File: config.mk
export PLATFORM = sky130hd
export DESIGN_NAME = id_matcher_flat
export DESIGN_NICKNAME = d
export VERILOG_FILES = /design/src/rtl/id_matcher_pkg.sv /design/src/rtl/id_matcher_if.sv /design/src/rtl/id_matcher_id_table.sv /design/src/rtl/id_matcher.sv /design/src/flat_wrapper.sv
export SDC_FILE = /design/constraint.sdc
export NUM_CORES = 1
export LEC_CHECK = 0
export ABC_AREA = 0
export BUFFER_PORTS_ARGS = -buffer_cell sky130_fd_sc_hd__buf_2
export CAP_MARGIN = 10
export CORE_MARGIN = 2
export CORE_UTILIZATION = 37
export DETAILED_ROUTE_END_ITERATION = 6
export PLACE_DENSITY = 0.54
export SLEW_MARGIN = 5
export SYNTH_ARGS = -nofsm -noshare
export SYNTH_HDL_FRONTEND = slang
export SYNTH_SLANG_ARGS = --single-unit
File: constraint.sdc
create_clock -name clk -period 1.6 [get_ports clk]
set_input_delay 0.16 -clock clk [delete_from_list [all_inputs] [get_ports clk]]
set_output_delay 0.16 -clock clk [all_outputs]
set_load 0.02 [all_outputs]
File: src/rtl/id_matcher_pkg.sv
// Shared types and defaults for the ID-entry matcher: FSM state encoding,
// the "no match" index helper and the factory ID table.
package id_match_pkg;

  typedef enum logic [2:0] {
    COLLECT,
    COMPARE,
    VERIFY,
    MATCHED,
    LOCKED
  } state_e;

  // All-ones index of the given width, used as the "no ID matched" code.
  function automatic logic [31:0] id_none(input int idx_w);
    return (32'd1 << idx_w) - 32'd1;
  endfunction

  // One 16-bit BCD word per ID; the leftmost nibble is the first keyed digit.
  localparam logic [4:0][15:0] DEFAULT_ID_TABLE = {
    16'h9876,  // ID4
    16'h0001,  // ID3
    16'h7777,  // ID2
    16'h1256,  // ID1
    16'h1234   // ID0
  };

endpackage

File: src/rtl/id_matcher_if.sv
// Keypad-side and password-stage-side signals of the ID matcher, bundled
// so the keypad driver (master) and the matcher (slave) share one port.
interface id_matcher_if #(
  parameter int NUM_IDS   = 5,
  parameter int ID_DIGITS = 4,
  parameter int DIGIT_W   = 4
);
  localparam int IDX_W = $clog2(NUM_IDS + 1);

  logic                 digit_valid;
  logic [DIGIT_W-1:0]   digit_in;
  logic                 abort;
  logic                 check_password;
  logic [IDX_W-1:0]     matched_id;
  logic                 reject;
  logic [ID_DIGITS-1:0] progress_leds;
  logic                 locked;

  modport master (
    output digit_valid, digit_in, abort,
    input  check_password, matched_id, reject, progress_leds, locked
  );

  modport slave (
    input  digit_valid, digit_in, abort,
    output check_password, matched_id, reject, progress_leds, locked
  );
endinterface

File: src/rtl/id_matcher_id_table.sv
// Constant ID table read one digit position at a time: all NUM_IDS digits
// for position addr_i come out in parallel one cycle after the address.
module id_table #(
  parameter int NUM_IDS   = 5,
  parameter int ID_DIGITS = 4,
  parameter int DIGIT_W   = 4,
  parameter int CNT_W     = 2,
  parameter logic [NUM_IDS-1:0][ID_DIGITS*DIGIT_W-1:0] TABLE = '0
) (
  input  logic                              clk,
  input  logic                              rst,
  input  logic [CNT_W-1:0]                  addr_i,
  output logic [NUM_IDS-1:0][DIGIT_W-1:0]   data_o
);

  logic [NUM_IDS-1:0][DIGIT_W-1:0] data_d, data_q;

  always_comb begin
    for (int i = 0; i < NUM_IDS; i++) begin
      data_d[i] = TABLE[i][(ID_DIGITS - 1 - int'(addr_i)) * DIGIT_W +: DIGIT_W];
    end
  end

  // NOTE: only the read register is reset; the table is a constant and has no state to clear.
  always_ff @(posedge clk or negedge rst) begin
    if (!rst) data_q <= '0;
    else      data_q <= data_d;
  end

  assign data_o = data_q;

endmodule

File: src/rtl/id_matcher.sv
// Digit-by-digit ID matcher with early reject and held match result.
// Define ID_MATCHER_LOCKOUT_EN to add the failed-attempt counter and lockout.
module id_matcher
  import id_match_pkg::*;
#(
  parameter int NUM_IDS     = 5,
  parameter int ID_DIGITS   = 4,
  parameter int DIGIT_W     = 4,
  parameter int MAX_FAILS   = 3,
  parameter int LOCK_CYCLES = 16,
  parameter logic [NUM_IDS-1:0][ID_DIGITS*DIGIT_W-1:0] ID_TABLE = DEFAULT_ID_TABLE
) (
  input  logic         clk,
  input  logic         rst,
  id_matcher_if.slave  bus
);

  localparam int IDX_W = $clog2(NUM_IDS + 1);
  localparam int CNT_W = (ID_DIGITS > 1) ? $clog2(ID_DIGITS) : 1;
  localparam logic [IDX_W-1:0] ID_NONE    = IDX_W'(id_none(IDX_W));
  localparam logic [CNT_W-1:0] LAST_DIGIT = CNT_W'(ID_DIGITS - 1);

  state_e                          state_q, state_d;
  logic [DIGIT_W-1:0]              digit_q, digit_d;
  logic [NUM_IDS-1:0]              match_vec_q, match_vec_d;
  logic [CNT_W-1:0]                digit_cnt_q, digit_cnt_d;
  logic [ID_DIGITS-1:0]            progress_q, progress_d;
  logic [IDX_W-1:0]                matched_q, matched_d;
  logic                            check_q, check_d;
  logic                            reject_q, reject_d;

  logic [NUM_IDS-1:0][DIGIT_W-1:0] rom_data;
  logic [NUM_IDS-1:0]              eq_vec, hit;
  logic [IDX_W-1:0]                first_idx;

`ifdef ID_MATCHER_LOCKOUT_EN
  localparam int FAIL_W = $clog2(MAX_FAILS + 1);
  localparam int LOCK_W = (LOCK_CYCLES > 1) ? $clog2(LOCK_CYCLES) : 1;
  logic [FAIL_W-1:0] fail_cnt_q, fail_cnt_d;
  logic [LOCK_W-1:0] lock_cnt_q, lock_cnt_d;
  logic              locked_q, locked_d;
`else
  logic unused_lock_cfg;
  assign unused_lock_cfg = ^{MAX_FAILS, LOCK_CYCLES};
`endif

  id_table #(
    .NUM_IDS   (NUM_IDS),
    .ID_DIGITS (ID_DIGITS),
    .DIGIT_W   (DIGIT_W),
    .CNT_W     (CNT_W),
    .TABLE     (ID_TABLE)
  ) u_id_table (
    .clk    (clk),
    .rst    (rst),
    .addr_i (digit_cnt_q),
    .data_o (rom_data)
  );

  always_comb begin
    for (int i = 0; i < NUM_IDS; i++) eq_vec[i] = (digit_q == rom_data[i]);
  end
  assign hit = match_vec_q & eq_vec;

  // Scan downward so the lowest surviving index wins on duplicate IDs.
  always_comb begin
    first_idx = ID_NONE;
    for (int i = NUM_IDS - 1; i >= 0; i--) begin
      if (match_vec_q[i]) first_idx = IDX_W'(i);
    end
  end

  always_comb begin
    // NOTE: every _d signal gets its hold/idle value first so no path through the case infers a latch.
    state_d     = state_q;
    digit_d     = digit_q;
    match_vec_d = match_vec_q;
    digit_cnt_d = digit_cnt_q;
    progress_d  = progress_q;
    matched_d   = matched_q;
    check_d     = 1'b0;
    reject_d    = 1'b0;
`ifdef ID_MATCHER_LOCKOUT_EN
    fail_cnt_d  = fail_cnt_q;
    lock_cnt_d  = lock_cnt_q;
    locked_d    = locked_q;
`endif

    if (bus.abort && state_q != LOCKED) begin
      state_d     = COLLECT;
      digit_d     = '0;
      match_vec_d = '1;
      digit_cnt_d = '0;
      progress_d  = '0;
      matched_d   = ID_NONE;
    end else begin
      case (state_q)
        COLLECT: begin
          if (bus.digit_valid) begin
            digit_d = bus.digit_in;
            state_d = COMPARE;
          end
        end
        COMPARE: begin
          if (hit == '0) begin
            // A rejected entry restarts with every ID back in the candidate set.
            reject_d    = 1'b1;
            match_vec_d = '1;
            digit_cnt_d = '0;
            progress_d  = '0;
`ifdef ID_MATCHER_LOCKOUT_EN
            if (int'(fail_cnt_q) < MAX_FAILS) fail_cnt_d = fail_cnt_q + 1'b1;
            if (int'(fail_cnt_q) + 1 == MAX_FAILS) begin
              state_d  = LOCKED;
              locked_d = 1'b1;
            end else begin
              state_d = COLLECT;
            end
`else
            state_d = COLLECT;
`endif
          end else begin
            match_vec_d             = hit;
            progress_d[digit_cnt_q] = 1'b1;
            if (digit_cnt_q == LAST_DIGIT) begin
              state_d = VERIFY;
            end else begin
              digit_cnt_d = digit_cnt_q + 1'b1;
              state_d     = COLLECT;
            end
          end
        end
        VERIFY: begin
          check_d    = 1'b1;
          matched_d  = first_idx;
          progress_d = '0;
`ifdef ID_MATCHER_LOCKOUT_EN
          fail_cnt_d = '0;
`endif
          state_d    = MATCHED;
        end
        MATCHED: begin
          state_d = MATCHED;
        end
`ifdef ID_MATCHER_LOCKOUT_EN
        LOCKED: begin
          if (int'(lock_cnt_q) == LOCK_CYCLES - 1) begin
            lock_cnt_d = '0;
            fail_cnt_d = '0;
            locked_d   = 1'b0;
            state_d    = COLLECT;
          end else begin
            lock_cnt_d = lock_cnt_q + 1'b1;
          end
        end
`endif
        default: state_d = COLLECT;
      endcase
    end
  end

  // NOTE: state registers use non-blocking assignments so every flop samples pre-edge values.
  always_ff @(posedge clk or negedge rst) begin
    if (!rst) begin
      state_q     <= COLLECT;
      digit_q     <= '0;
      match_vec_q <= '1;
      digit_cnt_q <= '0;
      progress_q  <= '0;
      matched_q   <= ID_NONE;
      check_q     <= 1'b0;
      reject_q    <= 1'b0;
`ifdef ID_MATCHER_LOCKOUT_EN
      fail_cnt_q  <= '0;
      lock_cnt_q  <= '0;
      locked_q    <= 1'b0;
`endif
    end else begin
      state_q     <= state_d;
      digit_q     <= digit_d;
      match_vec_q <= match_vec_d;
      digit_cnt_q <= digit_cnt_d;
      progress_q  <= progress_d;
      matched_q   <= matched_d;
      check_q     <= check_d;
      reject_q    <= reject_d;
`ifdef ID_MATCHER_LOCKOUT_EN
      fail_cnt_q  <= fail_cnt_d;
      lock_cnt_q  <= lock_cnt_d;
      locked_q    <= locked_d;
`endif
    end
  end

  assign bus.check_password = check_q;
  assign bus.matched_id     = matched_q;
  assign bus.reject         = reject_q;
  assign bus.progress_leds  = progress_q;
`ifdef ID_MATCHER_LOCKOUT_EN
  assign bus.locked         = locked_q;
`else
  assign bus.locked         = 1'b0;
`endif

endmodule

File: src/flat_wrapper.sv
// flat-port wrapper written by rule: the top's interface ports become plain ports
module id_matcher_flat import id_match_pkg::*;
#(
  parameter int NUM_IDS     = 5,
  parameter int ID_DIGITS   = 4,
  parameter int DIGIT_W     = 4,
  parameter int MAX_FAILS   = 3,
  parameter int LOCK_CYCLES = 16,
  parameter logic [NUM_IDS-1:0][ID_DIGITS*DIGIT_W-1:0] ID_TABLE = DEFAULT_ID_TABLE
)
  (clk, rst, bus_digit_valid, bus_digit_in, bus_abort, bus_check_password, bus_matched_id, bus_reject, bus_progress_leds, bus_locked);
  id_matcher_if #(.NUM_IDS(NUM_IDS), .ID_DIGITS(ID_DIGITS), .DIGIT_W(DIGIT_W)) bus_i ();
  input  logic clk;
  input  logic rst;
  input wire logic [$bits(bus_i.digit_valid)-1:0] bus_digit_valid;
  input wire logic [$bits(bus_i.digit_in)-1:0] bus_digit_in;
  input wire logic [$bits(bus_i.abort)-1:0] bus_abort;
  output wire logic [$bits(bus_i.check_password)-1:0] bus_check_password;
  output wire logic [$bits(bus_i.matched_id)-1:0] bus_matched_id;
  output wire logic [$bits(bus_i.reject)-1:0] bus_reject;
  output wire logic [$bits(bus_i.progress_leds)-1:0] bus_progress_leds;
  output wire logic [$bits(bus_i.locked)-1:0] bus_locked;
  assign bus_i.digit_valid = bus_digit_valid;
  assign bus_i.digit_in = bus_digit_in;
  assign bus_i.abort = bus_abort;
  assign bus_check_password = bus_i.check_password;
  assign bus_matched_id = bus_i.matched_id;
  assign bus_reject = bus_i.reject;
  assign bus_progress_leds = bus_i.progress_leds;
  assign bus_locked = bus_i.locked;
  id_matcher #(.NUM_IDS(NUM_IDS), .ID_DIGITS(ID_DIGITS), .DIGIT_W(DIGIT_W), .MAX_FAILS(MAX_FAILS), .LOCK_CYCLES(LOCK_CYCLES), .ID_TABLE(ID_TABLE)) u_core (.clk(clk), .rst(rst), .bus(bus_i));
endmodule
After elaboration in Yosys (flattened, before gate mapping) --
Cells that the tools add are included.
Storage, ports and cells: bits in registers 43
Operators by class: add/subtract/negate cells 2, order comparisons 2, equality and inequality tests 12, shifts and indexed selects 5, mux-type cells 32, bitwise gates (word level) 2, reduce and logical (&&, ||, !) cells 12
Operator list (number):
- indexed part select 16 x 5 -> 4 bit (first input constant) | 5
- 2-to-1 mux 3 bit | 9
- == test 4 bit | 5
- 2-to-1 mux 4 bit | 5
- 2-to-1 mux 5 bit | 3
- 2-to-1 mux 2 bit | 6
- case mux 3 bit (3 select lines) | 1
- case mux 4 bit (2 select lines) | 1
- nonzero test 2 bit | 4
- == test 3 x 2 -> 1 bit (second input constant) | 2
- 2-to-1 mux 1 bit | 6
- AND 5 bit | 1
- zero test 5 bit | 1
- bitwise OR 4 bit | 1
- AND reduction 2 bit | 2
- == test 3 x 1 -> 1 bit (second input constant) | 1
- zero test 3 bit | 1
- less-than comparator 2 x 3 -> 1 bit (second input constant) | 1
- inequality test 3 x 1 -> 1 bit (second input constant) | 1
- inequality test 3 x 2 -> 1 bit (second input constant) | 1
- inequality test 3 bit (second input constant) | 1
- nonzero test 3 bit | 1
- subtractor 2 x 2 -> 3 bit (first input constant) | 1
- adder 2 x 1 -> 2 bit (second input constant) | 1
- other kinds (5) | 6

Longest topological paths before layout --
depth in word-level cells 8, gate-level depth with buffers 7, mapped depth without buffers 6

Cells and area by module --
A second synthesis with hierarchy kept.
Second synthesis, totals: cell total of the unflattened synthesis 178, area, all modules 1757.9 um^2
Modules (own cells, without submodules):
- id_matcher | instances 1, cells each 153, area each 1457.6 um^2, sequential area each 560.5 um^2
- id_table | instances 1, cells each 25, area each 300.3 um^2, sequential area each 175.2 um^2

Worst setup path after synthesis --
Ideal clock, no wire load.
kind register to register, start point register u_core.digit_q[1], end point register u_core.match_vec_q[0], setup time 0.077 ns, data arrival time 1.390 ns, slack 0.133 ns, stages on the path, launching flop included 7, path through dfrtp_1 > buf_6 > and4_1 > o21ai_2 > nand4_4 > or2_4 > a31oi_1
Between the ends: longest elaborated chain between the ends 6, elaborated cells on any way between the ends 10, classes of those cells eq/ne: 5; mux: 3; bitwise: 1; reduce/logical: 1
RTL lines:
- start: declaration | line id_matcher.sv:24 | logic [DIGIT_W-1:0] digit_q, digit_d;
- start signal: assignment | line id_matcher.sv:180 | digit_q <= digit_d;
- == test 4 bit | line id_matcher.sv:61 | for (int i = 0; i < NUM_IDS; i++) eq_vec[i] = (digit_q == rom_data[i]);
- AND 5 bit (*) | line id_matcher.sv:63 | assign hit = match_vec_q & eq_vec;
- zero test 5 bit | line id_matcher.sv:105 | if (hit == '0) begin
- 2-to-1 mux 5 bit (*) | line id_matcher.sv:105
- 2-to-1 mux 5 bit (*) | line id_matcher.sv:97 | case (state_q)
- 2-to-1 mux 5 bit (*) | line id_matcher.sv:89 | if (bus.abort && state_q != LOCKED) begin
- end signal: assignment | line id_matcher.sv:181 | match_vec_q <= match_vec_d;
- end: declaration | line id_matcher.sv:25 | logic [NUM_IDS-1:0] match_vec_q, match_vec_d;
Mark *: on every way between the ends. The rest lies on a longest branch, timed or not. The select of a mux whose other input is x is not followed. A chain may end at the register's enable or synchronous reset.

Final worst setup path --
start point register u_core.digit_q[0], end point register u_core.reject_q (netlist: u_core.bus.reject)
Between the ends: longest elaborated chain between the ends 6, elaborated cells on any way between the ends 10, classes of those cells eq/ne: 5; mux: 3; bitwise: 1; reduce/logical: 1
RTL lines:
- == test 4 bit | line id_matcher.sv:61
- AND 5 bit (*) | line id_matcher.sv:63
- zero test 5 bit (*) | line id_matcher.sv:105
- 2-to-1 mux 1 bit (*) | line id_matcher.sv:105
- 2-to-1 mux 1 bit (*) | line id_matcher.sv:97
- 2-to-1 mux 1 bit (*) | line id_matcher.sv:89
- net u_core.reject_d | line id_matcher.sv:30 | logic reject_q, reject_d;
- end signal: assignment | line id_matcher.sv:186 | reject_q <= reject_d;
- end: declaration | line id_matcher.sv:30
The timed path passes the listed nets; every way through them passes the cells marked *.

==> key figures <==
Outcome
  • Status: complete, no violations

Cells and area
  • # diodes: 0
  • Sequential cell area: 739 um2
  • Count of nets after finishing: 194
  • Fillers: 363
  • Design area: 0.00191 mm2
  • Layout Cells excl Fill: 227
  • Area Overhead vs Synth: 28.8%
  • Area of the multi-input gates: 811 um2
  • Post-route core utilization: 0.509
  • Share of layout cells above drive strength 1: 0.363

Setup path
  • Reg2reg end: u_core.bus.reject$_DFF_PN0_
  • CP Data Required Time: 1.80 ns
  • Startpoint class of the critical path: flip-flop
  • Critical path capture point: u_core.bus.reject$_DFF_PN0_
  • R2R setup slack: 0.002 ns
  • Worst setup path startpoint: u_core.digit_q[0]$_DFFE_PN0P_
  • Critical Path Fanout Max: 5
  • R2R Path Start: u_core.digit_q[0]$_DFFE_PN0P_
  • Crit end category: flip-flop
  • Cells on worst reg2reg path: 6
  • Critical setup path kind: reg -> reg
  • Data arrival, critical path: 1.80 ns

Yosys
  • Yosys cell types: 34
  • #FFs+latches synth: 29
  • Mapped cell area: 0.00148 mm2
  • Post-synth EDFFs: 0
  • Top cells by area, synth: dfrtp_1 36%, dfstp_2 14%, ha_1 6.8%
  • Syn_area_per_cell: 10.1 um2
  • Synth top area share: 0.355
  • Yosys warning count: 0
  • Seq/Total Area, Yosys: 0.497
  • Most frequent cells after synthesis: 21 x dfrtp_1, 13 x nor2_1, 12 x a21oi_1
  • Synth Flop Type: dfrtp_1
  • Mapped Nets: 162
  • Post-synth top area cell: dfrtp_1
  • Synthesized instance count: 146
  • Count leader, synth: dfrtp_1
  • Fraction of registers with async set/reset: 1.00

Placement
  • Dpl cell area: 0.00164 mm2
  • GPL Wtd Cong: 0.866
  • Final HPWL DP: 2310 um
  • PortBufs: 16
  • Placed insts: 211

Clock network
  • Worst-Skew Late Latency: 0.29 ns
  • CTS buffer count: 5
  • Root Buffer: clkbuf_8
  • CTS tree: done
  • Worst-path clk slew: 0.06 ns
  • Clock Path Buffers: 2
  • Clock sink total: 29
  • # H-tree levels: 2

Die
  • Die H: 67.3 um
  • IO Pins: 18
  • Placement row count: 22
  • Die Width: 67.3 um
  • Placeable Area: 0.00374 mm2
  • Die area: 0.00452 mm2
  • Initial Utilization: 0.395

Detailed routing
  • Routed Antenna Nets: 0
  • Vias/cell: 5.11
  • DRC errors left: 0
  • Vias: 1161
  • WL/cell: 14.6 um
  • Total Routed Length: 3310 um
  • DRT Pass-1 Iters: 4
  • Initial DRC count: 43

Power and ir drop
  • Max VDD drop: 0.000471 V
  • PwrDens: 1210 mW/mm2
  • Pleak: 0.796 nW

Timing
  • Achievable frequency: 0.626 GHz
  • Fin. max-slew vios: 0
  • RSZ-0062 raised after global routing: true
  • Hold WS: 0.114 ns
  • Crit share post-route: 0.999
  • Final setup fails: 0
  • Final hold vios: 0
  • Total negative slack: 0 ns
  • Pin slew with the least headroom to its limit: 0.630 ns
  • Min Tclk post-route: 1.60 ns
  • Max-slew headroom: 0.580
  • Final setup skew: 0.00683 ns

Global route
  • Initial antenna violation count: 0
  • Vias in the first global route: 1161
  • M3 GR Usage: 0.0600
  • Remaining global-route overflow: 0
  • Largest net degree at the start of global routing: 30
  • GR Util All Layers: 0.173
  • Met2 Usage GRT: 0.276
  • First-pass GRT wire length: 5600 um
  • Met1 Usage GRT: 0.207
  • Top Usage Layer GRT: met2

Worst hold path
  • HP Start: bus_digit_in[0]
  • Worst hold-check path type: in -> reg

Flow run
  • Max capacitance violation total: 0
## sequential cells by signal, summed over array words and instances, names as in the netlist
signal                     flops
u_core.match_vec_q             5
u_core.digit_cnt_q             2
u_core.bus.reject              1
u_core.state_q                 2
u_core.digit_q                 4
u_core.bus.matched_id          3
u_core.bus.progress_leds       4
u_core.bus.check_password      1
u_core.u_id_table.data_o       7
## report_power, final
group / switching [mW] / internal, mW
clock: 0.271 / 0.350
sequential: 0.0981 / 0.851
combinational: 0.408 / 0.328
## layer usage
metal	routed length, um	part of all wire
met1	1420	0.43
met5	0	0
met3	166	0.050
met4	82	0.025
met2	1650	0.50
## kinds of logic (layout without fill, tap and decap cells)
family | Yosys count | count (layout) | synth area share
XOR/XNOR | 8 | 8 | 0.0473
multiplexers | 1 | 1 | 0.00676
AND/OR/NAND/NOR | 55 | 56 | 0.205
other | 2 | 2 | 0.00507
flip-flops | 29 | 29 | 0.497
buffers and inverters | 12 | 44 | 0.0380
adder cells (fa/ha/maj) | 8 | 8 | 0.0676
AO/OA/AOI/OAI | 31 | 31 | 0.133
## final cells by class
type                       instances  area share
multi-input combinational        106       0.425
clock buffer                       8      0.0472
sequential                        29       0.388
timing repair buffer              29      0.0945
inverter                           7      0.0138
tap                               48      0.0315
## timing repair
| item | CTS | global route |
|---|---|---|
| hold buffers | 1 | 0 |
| buffers inserted | 0 | 6 |
| gates cloned | 1 | 0 |
| hold endpoints to repair | 21 | 0 |
| gates resized for setup | 3 | 17 |
| pin swaps | 1 | 10 |
| setup endpoints to repair | 3 | 13 |
## layout by cell type (no fill, tap or decap), types with 3 or more instances in the layout
cell      instances
dfrtp_1          18
xnor2_1           6
dfstp_2           8
clkbuf_8          6
nand2_1           9
dfrtp_2           3
a31oi_1           3
ha_1              8
nand4_4           3
nor2_1           12
a211oi_1          5
buf_2            16
inv_1             7
nor3_1           10
a21oi_1          12
nand3_1           5
buf_4            12
## worst min-delay path by stage
stage / slack [ns] / to / depth (start not counted)
final: 0.11 / u_core.digit_q[0]$_DFFE_PN0P_ / 3
after global routing: 0.11 / u_core.digit_q[0]$_DFFE_PN0P_ / 3
after CTS: 0.12 / u_core.digit_q[0]$_DFFE_PN0P_ / 3
after detailed placement: 0.23 / u_core.bus.check_password$_DFF_PN0_ / 1
after global placement: 0.22 / u_core.bus.check_password$_DFF_PN0_ / 1
after floorplan: -0.14 / u_core.bus.check_password$_DFF_PN0_ / 0
## stage by stage
stage / total power, mW / worst slack (ns)
4_1_cts: 2.18 / 0.00403
6_report: 2.31 / 0.00162
3_3_place_gp: 1.51 / 0.0349
2_1_floorplan: 1.34 / 0.133
5_1_grt: 2.46 / -0.0386
3_5_place_dp: 1.52 / -0.0231
## critical path: stages (launching register included)
cell	delay (ns)
dfrtp_2	0.45
xnor2_2	0.15
buf_4	0.16
nand4_4	0.12
nand4_4	0.15
or2_4	0.33
nor3_2	0.14
(Power assumes the default switching activity.)
